$ cat config.mk
export PLATFORM = sky130hd
export DESIGN_NAME = fetch_stage_flat
export DESIGN_NICKNAME = d
export VERILOG_FILES = /design/src/rtl/fetch_stage_pkg.sv /design/src/rtl/fetch_stage_if.sv /design/src/rtl/fetch_skid_buf.sv /design/src/rtl/fetch_stage.sv /design/src/flat_wrapper.sv
export SDC_FILE = /design/constraint.sdc
export NUM_CORES = 1
export LEC_CHECK = 0
export BUFFER_PORTS_ARGS = -buffer_cell sky130_fd_sc_hd__buf_2
export CAP_MARGIN = 15
export CORE_ASPECT_RATIO = 1.5
export CORE_UTILIZATION = 55
export DETAILED_ROUTE_END_ITERATION = 12
export PLACE_DENSITY = 0.8
export SLEW_MARGIN = 20
export SYNTH_ARGS = -nofsm -noshare
export SYNTH_HDL_FRONTEND = slang
export SYNTH_SLANG_ARGS = --single-unit
$ cat constraint.sdc
create_clock -name clk -period 5.76 [get_ports clk]
set_input_delay 0.288 -clock clk [delete_from_list [all_inputs] [get_ports clk]]
set_output_delay 0.288 -clock clk [all_outputs]
set_load 0.01 [all_outputs]
$ cat src/rtl/fetch_stage_pkg.sv
// -----------------------------------------------------------------------------
// fetch_stage_pkg
// Shared definitions for the instruction fetch stage: default instruction
// memory address width, the NOP encoding shown to decode while nothing valid
// is presented, and the 2-bit fetch FSM state encoding.
// -----------------------------------------------------------------------------
package fetch_stage_pkg;

   localparam int          IM_ADDR_WIDTH = 8;
   localparam logic [31:0] NOP_ENCODING  = 32'h0000_0000;

   typedef enum logic [1:0] {
      ST_IDLE  = 2'd0,   // first cycle after reset release
      ST_RUN   = 2'd1,   // streaming one fetch per cycle
      ST_STALL = 2'd2    // decode is stalled, fetch is parked
   } fetch_state_e;

endpackage

$ cat src/rtl/fetch_stage_if.sv
// -----------------------------------------------------------------------------
// fetch_stage_if
// Bundles the fetch stage's bus-side signals:
//   - decode side  : stall_i in, inst_o/pc_o/valid_o out
//   - execute side : branch_taken_i/branchtarget_i in
//   - imem side    : im_en_o/im_addr_o out, im_data_i in
// master = the fetch stage, slave = its environment (decode/execute/imem).
// -----------------------------------------------------------------------------
interface fetch_stage_if
   import fetch_stage_pkg::*;
#(
   parameter int IM_AW = IM_ADDR_WIDTH
);

   logic             stall_i;
   logic             branch_taken_i;
   logic [IM_AW-1:0] branchtarget_i;
   logic             im_en_o;
   logic [IM_AW-1:0] im_addr_o;
   logic [31:0]      im_data_i;
   logic [31:0]      inst_o;
   logic [IM_AW-1:0] pc_o;
   logic             valid_o;

   modport master (
      input  stall_i, branch_taken_i, branchtarget_i, im_data_i,
      output im_en_o, im_addr_o, inst_o, pc_o, valid_o
   );

   modport slave (
      output stall_i, branch_taken_i, branchtarget_i, im_data_i,
      input  im_en_o, im_addr_o, inst_o, pc_o, valid_o
   );

endinterface

$ cat src/rtl/fetch_skid_buf.sv
// -----------------------------------------------------------------------------
// fetch_skid_buf
// One-entry buffer holding an instruction word and its address. Catches the
// read that was already in flight when decode stalled, so it can be replayed
// when the stall drops.
// Ports:
//   clk, rst       clock, asynchronous active-low reset
//   load_i         capture word_i/pc_i, set valid
//   clear_i        drop the entry (wins over load_i)
//   word_i, pc_i   data to capture
//   valid_o        entry holds a word
//   word_o, pc_o   stored word and its address
// -----------------------------------------------------------------------------
module fetch_skid_buf
   import fetch_stage_pkg::*;
#(
   parameter int IM_AW = IM_ADDR_WIDTH
) (
   input  logic             clk,
   input  logic             rst,
   input  logic             load_i,
   input  logic             clear_i,
   input  logic [31:0]      word_i,
   input  logic [IM_AW-1:0] pc_i,
   output logic             valid_o,
   output logic [31:0]      word_o,
   output logic [IM_AW-1:0] pc_o
);

   logic             valid_d, valid_q;
   logic [31:0]      word_d,  word_q;
   logic [IM_AW-1:0] pc_d,    pc_q;

   always_comb begin
      valid_d = valid_q;
      word_d  = word_q;
      pc_d    = pc_q;
      if (clear_i) begin
         valid_d = 1'b0;
      end else if (load_i) begin
         valid_d = 1'b1;
         word_d  = word_i;
         pc_d    = pc_i;
      end
   end

   always_ff @(posedge clk or negedge rst) begin
      if (!rst) valid_q <= 1'b0;
      else      valid_q <= valid_d;
   end

   // NOTE: the payload is deliberately left without reset, like a storage
   // array; valid_q alone says whether its contents mean anything.
   always_ff @(posedge clk) begin
      word_q <= word_d;
      pc_q   <= pc_d;
   end

   assign valid_o = valid_q;
   assign word_o  = word_q;
   assign pc_o    = pc_q;

endmodule

$ cat src/rtl/fetch_stage.sv
// -----------------------------------------------------------------------------
// fetch_stage
// Instruction fetch stage feeding decode. Generates the PC, drives a
// synchronous-read instruction memory (1-cycle latency) and registers the
// returned word into inst_o/pc_o/valid_o. A decode stall parks the read that
// was in flight in a one-entry skid buffer; a taken branch from execute
// redirects fetch and squashes everything younger.
// Ports:
//   clk  system clock
//   rst  asynchronous active-low reset
//   bus  fetch_stage_if.master: stall_i, branch_taken_i, branchtarget_i,
//        im_en_o, im_addr_o (combinational), im_data_i, inst_o, pc_o, valid_o
// -----------------------------------------------------------------------------
module fetch_stage
   import fetch_stage_pkg::*;
#(
   parameter int               IM_AW    = IM_ADDR_WIDTH,
   parameter logic [IM_AW-1:0] RESET_PC = '0,
   parameter logic [31:0]      NOP_INST = NOP_ENCODING
) (
   input  logic              clk,
   input  logic              rst,
   fetch_stage_if.master     bus
);

   localparam logic [IM_AW-1:0] PC_ONE = {{(IM_AW-1){1'b0}}, 1'b1};

   fetch_state_e     state_d, state_q;
   logic [IM_AW-1:0] pc_d, pc_q;               // next sequential fetch address
   logic             pending_d, pending_q;     // a read is in flight
   logic [IM_AW-1:0] pending_pc_d, pending_pc_q;
   logic [31:0]      inst_d, inst_q;
   logic [IM_AW-1:0] pc_out_d, pc_out_q;
   logic             valid_d, valid_q;

   logic             issue;                    // sequential fetch at pc_q
   logic             im_en;
   logic [IM_AW-1:0] im_addr;
   logic             skid_load, skid_clear, skid_valid;
   logic [31:0]      skid_word;
   logic [IM_AW-1:0] skid_pc;

   fetch_skid_buf #(.IM_AW(IM_AW)) u_skid (
      .clk     (clk),
      .rst     (rst),
      .load_i  (skid_load),
      .clear_i (skid_clear),
      .word_i  (bus.im_data_i),
      .pc_i    (pending_pc_q),
      .valid_o (skid_valid),
      .word_o  (skid_word),
      .pc_o    (skid_pc)
   );

   // NOTE: every signal assigned here gets a default on entry, so no path
   // through the case leaves one unassigned and no latch is inferred.
   always_comb begin
      state_d      = state_q;
      pc_d         = pc_q;
      pending_d    = pending_q;
      pending_pc_d = pending_pc_q;
      inst_d       = inst_q;
      pc_out_d     = pc_out_q;
      valid_d      = valid_q;
      issue        = 1'b0;
      im_en        = 1'b0;
      im_addr      = pc_q;
      skid_load    = 1'b0;
      skid_clear   = 1'b0;

      if (bus.branch_taken_i) begin
         // Redirect beats stall: the target read is issued now, whatever was
         // in flight or parked is younger than the branch and is dropped.
         im_en        = 1'b1;
         im_addr      = bus.branchtarget_i;
         pc_d         = bus.branchtarget_i + PC_ONE;
         pending_d    = 1'b1;
         pending_pc_d = bus.branchtarget_i;
         skid_clear   = 1'b1;
         inst_d       = NOP_INST;
         valid_d      = 1'b0;
         state_d      = ST_RUN;
      end else begin
         unique case (state_q)
            ST_IDLE: begin
               issue   = 1'b1;
               state_d = ST_RUN;
            end
            ST_RUN: begin
               if (!bus.stall_i) begin
                  issue = 1'b1;
                  if (pending_q) begin
                     inst_d   = bus.im_data_i;
                     pc_out_d = pending_pc_q;
                     valid_d  = 1'b1;
                  end
               end else begin
                  // The read returning this cycle has nowhere to go: park it.
                  skid_load = pending_q;
                  pending_d = 1'b0;
                  state_d   = ST_STALL;
               end
            end
            ST_STALL: begin
               if (!bus.stall_i) begin
                  if (skid_valid) begin
                     inst_d     = skid_word;
                     pc_out_d   = skid_pc;
                     valid_d    = 1'b1;
                     skid_clear = 1'b1;
                  end
                  // pc_q already points past the parked word, so this fetch
                  // lands on the cycle right behind it: no gap, no repeat.
                  issue   = 1'b1;
                  state_d = ST_RUN;
               end
            end
            default: state_d = ST_IDLE;
         endcase

         if (issue) begin
            im_en        = 1'b1;
            im_addr      = pc_q;
            pc_d         = pc_q + PC_ONE;
            pending_d    = 1'b1;
            pending_pc_d = pc_q;
         end
      end
   end

   // NOTE: sequential state uses non-blocking assignments only, so every
   // flop samples the values from before this edge regardless of order.
   always_ff @(posedge clk or negedge rst) begin
      if (!rst) begin
         state_q      <= ST_IDLE;
         pc_q         <= RESET_PC;
         pending_q    <= 1'b0;
         pending_pc_q <= '0;
         inst_q       <= NOP_INST;
         pc_out_q     <= '0;
         valid_q      <= 1'b0;
      end else begin
         state_q      <= state_d;
         pc_q         <= pc_d;
         pending_q    <= pending_d;
         pending_pc_q <= pending_pc_d;
         inst_q       <= inst_d;
         pc_out_q     <= pc_out_d;
         valid_q      <= valid_d;
      end
   end

   // The FSM sits in IDLE during reset, which would otherwise request a read;
   // gating with rst keeps the memory quiet until reset is released.
   assign bus.im_en_o   = im_en & rst;
   assign bus.im_addr_o = im_addr;
   assign bus.inst_o    = inst_q;
   assign bus.pc_o      = pc_out_q;
   assign bus.valid_o   = valid_q;

endmodule
$ cat src/flat_wrapper.sv
// flat-port wrapper written by rule: the top's interface ports become plain ports
module fetch_stage_flat import fetch_stage_pkg::*;
#(
   parameter int               IM_AW    = IM_ADDR_WIDTH,
   parameter logic [IM_AW-1:0] RESET_PC = '0,
   parameter logic [31:0]      NOP_INST = NOP_ENCODING
)
  (clk, rst, bus_stall_i, bus_branch_taken_i, bus_branchtarget_i, bus_im_data_i, bus_im_en_o, bus_im_addr_o, bus_inst_o, bus_pc_o, bus_valid_o);
  fetch_stage_if #(.IM_AW(IM_AW)) bus_i ();
  input  logic clk;
  input  logic rst;
  input wire logic [$bits(bus_i.stall_i)-1:0] bus_stall_i;
  input wire logic [$bits(bus_i.branch_taken_i)-1:0] bus_branch_taken_i;
  input wire logic [$bits(bus_i.branchtarget_i)-1:0] bus_branchtarget_i;
  input wire logic [$bits(bus_i.im_data_i)-1:0] bus_im_data_i;
  output wire logic [$bits(bus_i.im_en_o)-1:0] bus_im_en_o;
  output wire logic [$bits(bus_i.im_addr_o)-1:0] bus_im_addr_o;
  output wire logic [$bits(bus_i.inst_o)-1:0] bus_inst_o;
  output wire logic [$bits(bus_i.pc_o)-1:0] bus_pc_o;
  output wire logic [$bits(bus_i.valid_o)-1:0] bus_valid_o;
  assign bus_i.stall_i = bus_stall_i;
  assign bus_i.branch_taken_i = bus_branch_taken_i;
  assign bus_i.branchtarget_i = bus_branchtarget_i;
  assign bus_i.im_data_i = bus_im_data_i;
  assign bus_im_en_o = bus_i.im_en_o;
  assign bus_im_addr_o = bus_i.im_addr_o;
  assign bus_inst_o = bus_i.inst_o;
  assign bus_pc_o = bus_i.pc_o;
  assign bus_valid_o = bus_i.valid_o;
  fetch_stage #(.IM_AW(IM_AW), .RESET_PC(RESET_PC), .NOP_INST(NOP_INST)) u_core (.clk(clk), .rst(rst), .bus(bus_i));
endmodule
==> flow_summary.json <==
{
  "dpl_cell_area_um2": 5030,
  "cts_tree": "done",
  "dpl.hpwl_um": 5620,
  "firstDrtPassIters": 4,
  "die_area_um2": 8610,
  "multi_input_area_um2": 1640,
  "cp_data_arrival_time_ps": 2430,
  "final_cell_mix": "93 x buf_2, 61 x dfrtp_1, 44 x mux2i_1, 40 x edfxtp_1, 34 x nor2_1",
  "synth-warning-count": 0,
  "ant_nets": 0,
  "setup_viol": 0,
  "crit_family": "compound AO/OA/AOI/OAI gates",
  "cts.path.max_buffers": 2,
  "max_cap_violations": 0,
  "synth.distinct_cells": 37,
  "htreeDepth": 3,
  "cts_setup_buffers": 0,
  "rsz0062_at_grt": "no",
  "crit_type": "flop to primary output",
  "timing.rr.end": "u_core.bus.inst_o[22]",
  "peakVddDrop_v": 0.000316,
  "start_kind": "flop",
  "die_height_um": 113,
  "cts_buffers": 9,
  "register_area_um2": 2730,
  "post-route-period-util": 0.472,
  "synthesis.nets": 378,
  "synth_area_um2": 4530,
  "worst-path-max-fanout": 23,
  "num-fill-cells": 611,
  "ios": 94,
  "cp_num_buf_inv": 2,
  "cts_hold_buffers": 0,
  "drive_above_1_share": 0.405,
  "row_count": 40,
  "clock_latency_ps": 340,
  "syn_area_per_cell_um2": 13.8,
  "seq_area_frac_synth": 0.602,
  "grt_pass1_wl_um": 14500,
  "clk_pin_slew_ps": 60,
  "portBuffers": 93,
  "hold_viol": 0,
  "num_vias": 2882,
  "routed_wl_um": 8810,
  "start_util": 0.565,
  "drt_iter0_drc": 170,
  "clock_skew_ps": 6.95,
  "gp_congestion": 0.749,
  "max_slew_margin": 0.364,
  "powerDensity_nw_per_um2": 460,
  "setup-tns-final_ps": 0,
  "p_leak_nw": 2.19,
  "die_width_um": 76.1,
  "slowest_delay_ps": 820,
  "startpoint": "u_core.state_q[0]",
  "grt_max_degree": 66,
  "crit_cells": 6,
  "crit_path_end": "bus_im_en_o",
  "status": "complete, no violations",
  "hold_class": "input pin to async pin",
  "n_antenna_cell": 0,
  "end_kind": "primary output",
  "slew_viol_final": 0,
  "mostFrequentLayoutCell": "buf_2",
  "crit_chain": "inv_1 > ha_1 > nor2b_2 > a211oi_4 > nor2b_1 > buf_2",
  "grt_pass1_vias": 2822,
  "fin_crit_ps": 2720,
  "synth_seq_cells": 101,
  "cts.sinks": 101,
  "fp.coreArea_um2": 8010,
  "r2r_cells": 8,
  "r2r_slack_ps": 3120,
  "cp.required_ps": 5470,
  "route.detailed.drc": 0,
  "antenna_found_initial": 0,
  "grtUsageTotal": 0.219,
  "netlist_instances": 329,
  "cts-resized-gates": 0,
  "tightest_slew_ps": 950,
  "wl_per_cell_um": 16.7,
  "vias_per_cell": 5.47,
  "gr-total-overflow": 0,
  "syn2layout_area_growth_pct": 18.6,
  "nets": 466,
  "r2r_start": "u_core.state_q[0]",
  "cp_slowest_cell": "a211oi_4",
  "design_area_um2": 5370,
  "clock_tree.root_cell": "clkbuf_16",
  "fmax_mhz": 368
}
-- report_power, final --
| group | switching (mW) | internal [mW] |
|---|---|---|
| registers | 0.124 | 0.951 |
| clock network | 0.256 | 0.405 |
| logic | 0.419 | 0.317 |
| total | 0.798 | 1.67 |
-- synth_stat cells --
cell type	instances	share of area
buf_4	7	0.012
nor3b_1	1	0.0017
o21ai_1	2	0.0022
nor2b_1	2	0.0028
xor2_1	2	0.0039
edfxtp_1	40	0.27
a211oi_1	12	0.020
a22oi_1	2	0.0033
a221oi_2	1	0.0033
a211oi_2	21	0.058
and3_1	1	0.0014
dfrtp_1	61	0.34
nor3_2	1	0.0022
a21oi_1	9	0.0099
inv_1	6	0.0050
buf_6	2	0.0050
nand2_1	10	0.0083
buf_2	12	0.013
a211oi_4	1	0.0044
buf_8	1	0.0033
o22ai_1	1	0.0014
o21ai_0	4	0.0044
mux2i_2	1	0.0030
ha_1	5	0.014
mux2_2	16	0.040
nand3_1	3	0.0033
nor2_2	10	0.014
o211ai_1	1	0.0017
mux2i_1	44	0.097
nor2_1	34	0.028
nor2b_2	2	0.0039
nand4b_1	2	0.0039
nand3b_1	2	0.0033
nand2b_1	1	0.0014
xnor2_1	6	0.012
nor4_4	1	0.0047
nand4_1	2	0.0028
-- layer usage --
| layer | global-route usage | wire [um] |
|---|---|---|
| met1 | 0.278 | 3750 |
| met2 | 0.359 | 4460 |
| met5 | 0 | 0 |
| met4 | 0.103 | 197 |
| met3 | 0.0468 | 400 |
-- worst min path at each step --
stage / to / start / depth (start not counted) / slack, ps
floorplan: u_core.bus.inst_o[0] / rst / 0 / -8
global placement: u_core.u_skid.pc_o[0] / u_core.pending_pc_q[0] / 0 / 450
detailed placement: u_core.u_skid.pc_o[4] / u_core.pending_pc_q[4] / 0 / 470
CTS: u_core.u_skid.word_o[18] / bus_im_data_i[18] / 1 / 120
global route: u_core.u_skid.word_o[1] / bus_im_data_i[1] / 1 / 130
finish: u_core.pc_q[6] / rst / 2 / 100
-- kinds of logic after synthesis --
logic type / after synthesis / share of synthesized area
compound gates: 54 / 0.109
simple gates: 72 / 0.0815
xor+xnor: 8 / 0.0155
fa+ha+maj: 5 / 0.0138
flops: 101 / 0.602
buf+inv: 28 / 0.0381
mux: 61 / 0.140
-- layout make-up --
class	instances	area share
clock buffer	11	0.0471
clock inverter	5	0.0154
inverter	6	0.00419
multi-input combinational	200	0.306
sequential	101	0.508
tap	105	0.0245
timing repair buffer	99	0.0951
-- flip-flops by register name (all words and copies together) (netlist names) --
signal / count
u_core.bus.inst_o: 32
u_core.bus.pc_o: 8
u_core.bus.valid_o: 1
u_core.pc_q: 8
u_core.pending_pc_q: 8
u_core.pending_q: 1
u_core.state_q: 2
u_core.u_skid.pc_o: 8
u_core.u_skid.valid_o: 1
u_core.u_skid.word_o: 32
-- per-stage QoR --
stage / std cells / hold WS [ps] / utilization / power (mW) / setup slack, ps
after global placement: 511 / 453 / 0.629 / 1.79 / 3260
final: 527 / 98.7 / 0.670 / 2.47 / 3040
after floorplan: 329 / -7.59 / - / 1.60 / 1440
after global routing: 527 / 126 / 0.670 / 2.61 / 2860
after detailed placement: 511 / 471 / 0.629 / 1.82 / 3150
after CTS: 527 / 124 / 0.670 / 2.50 / 3000
(Power assumes the default switching activity.)
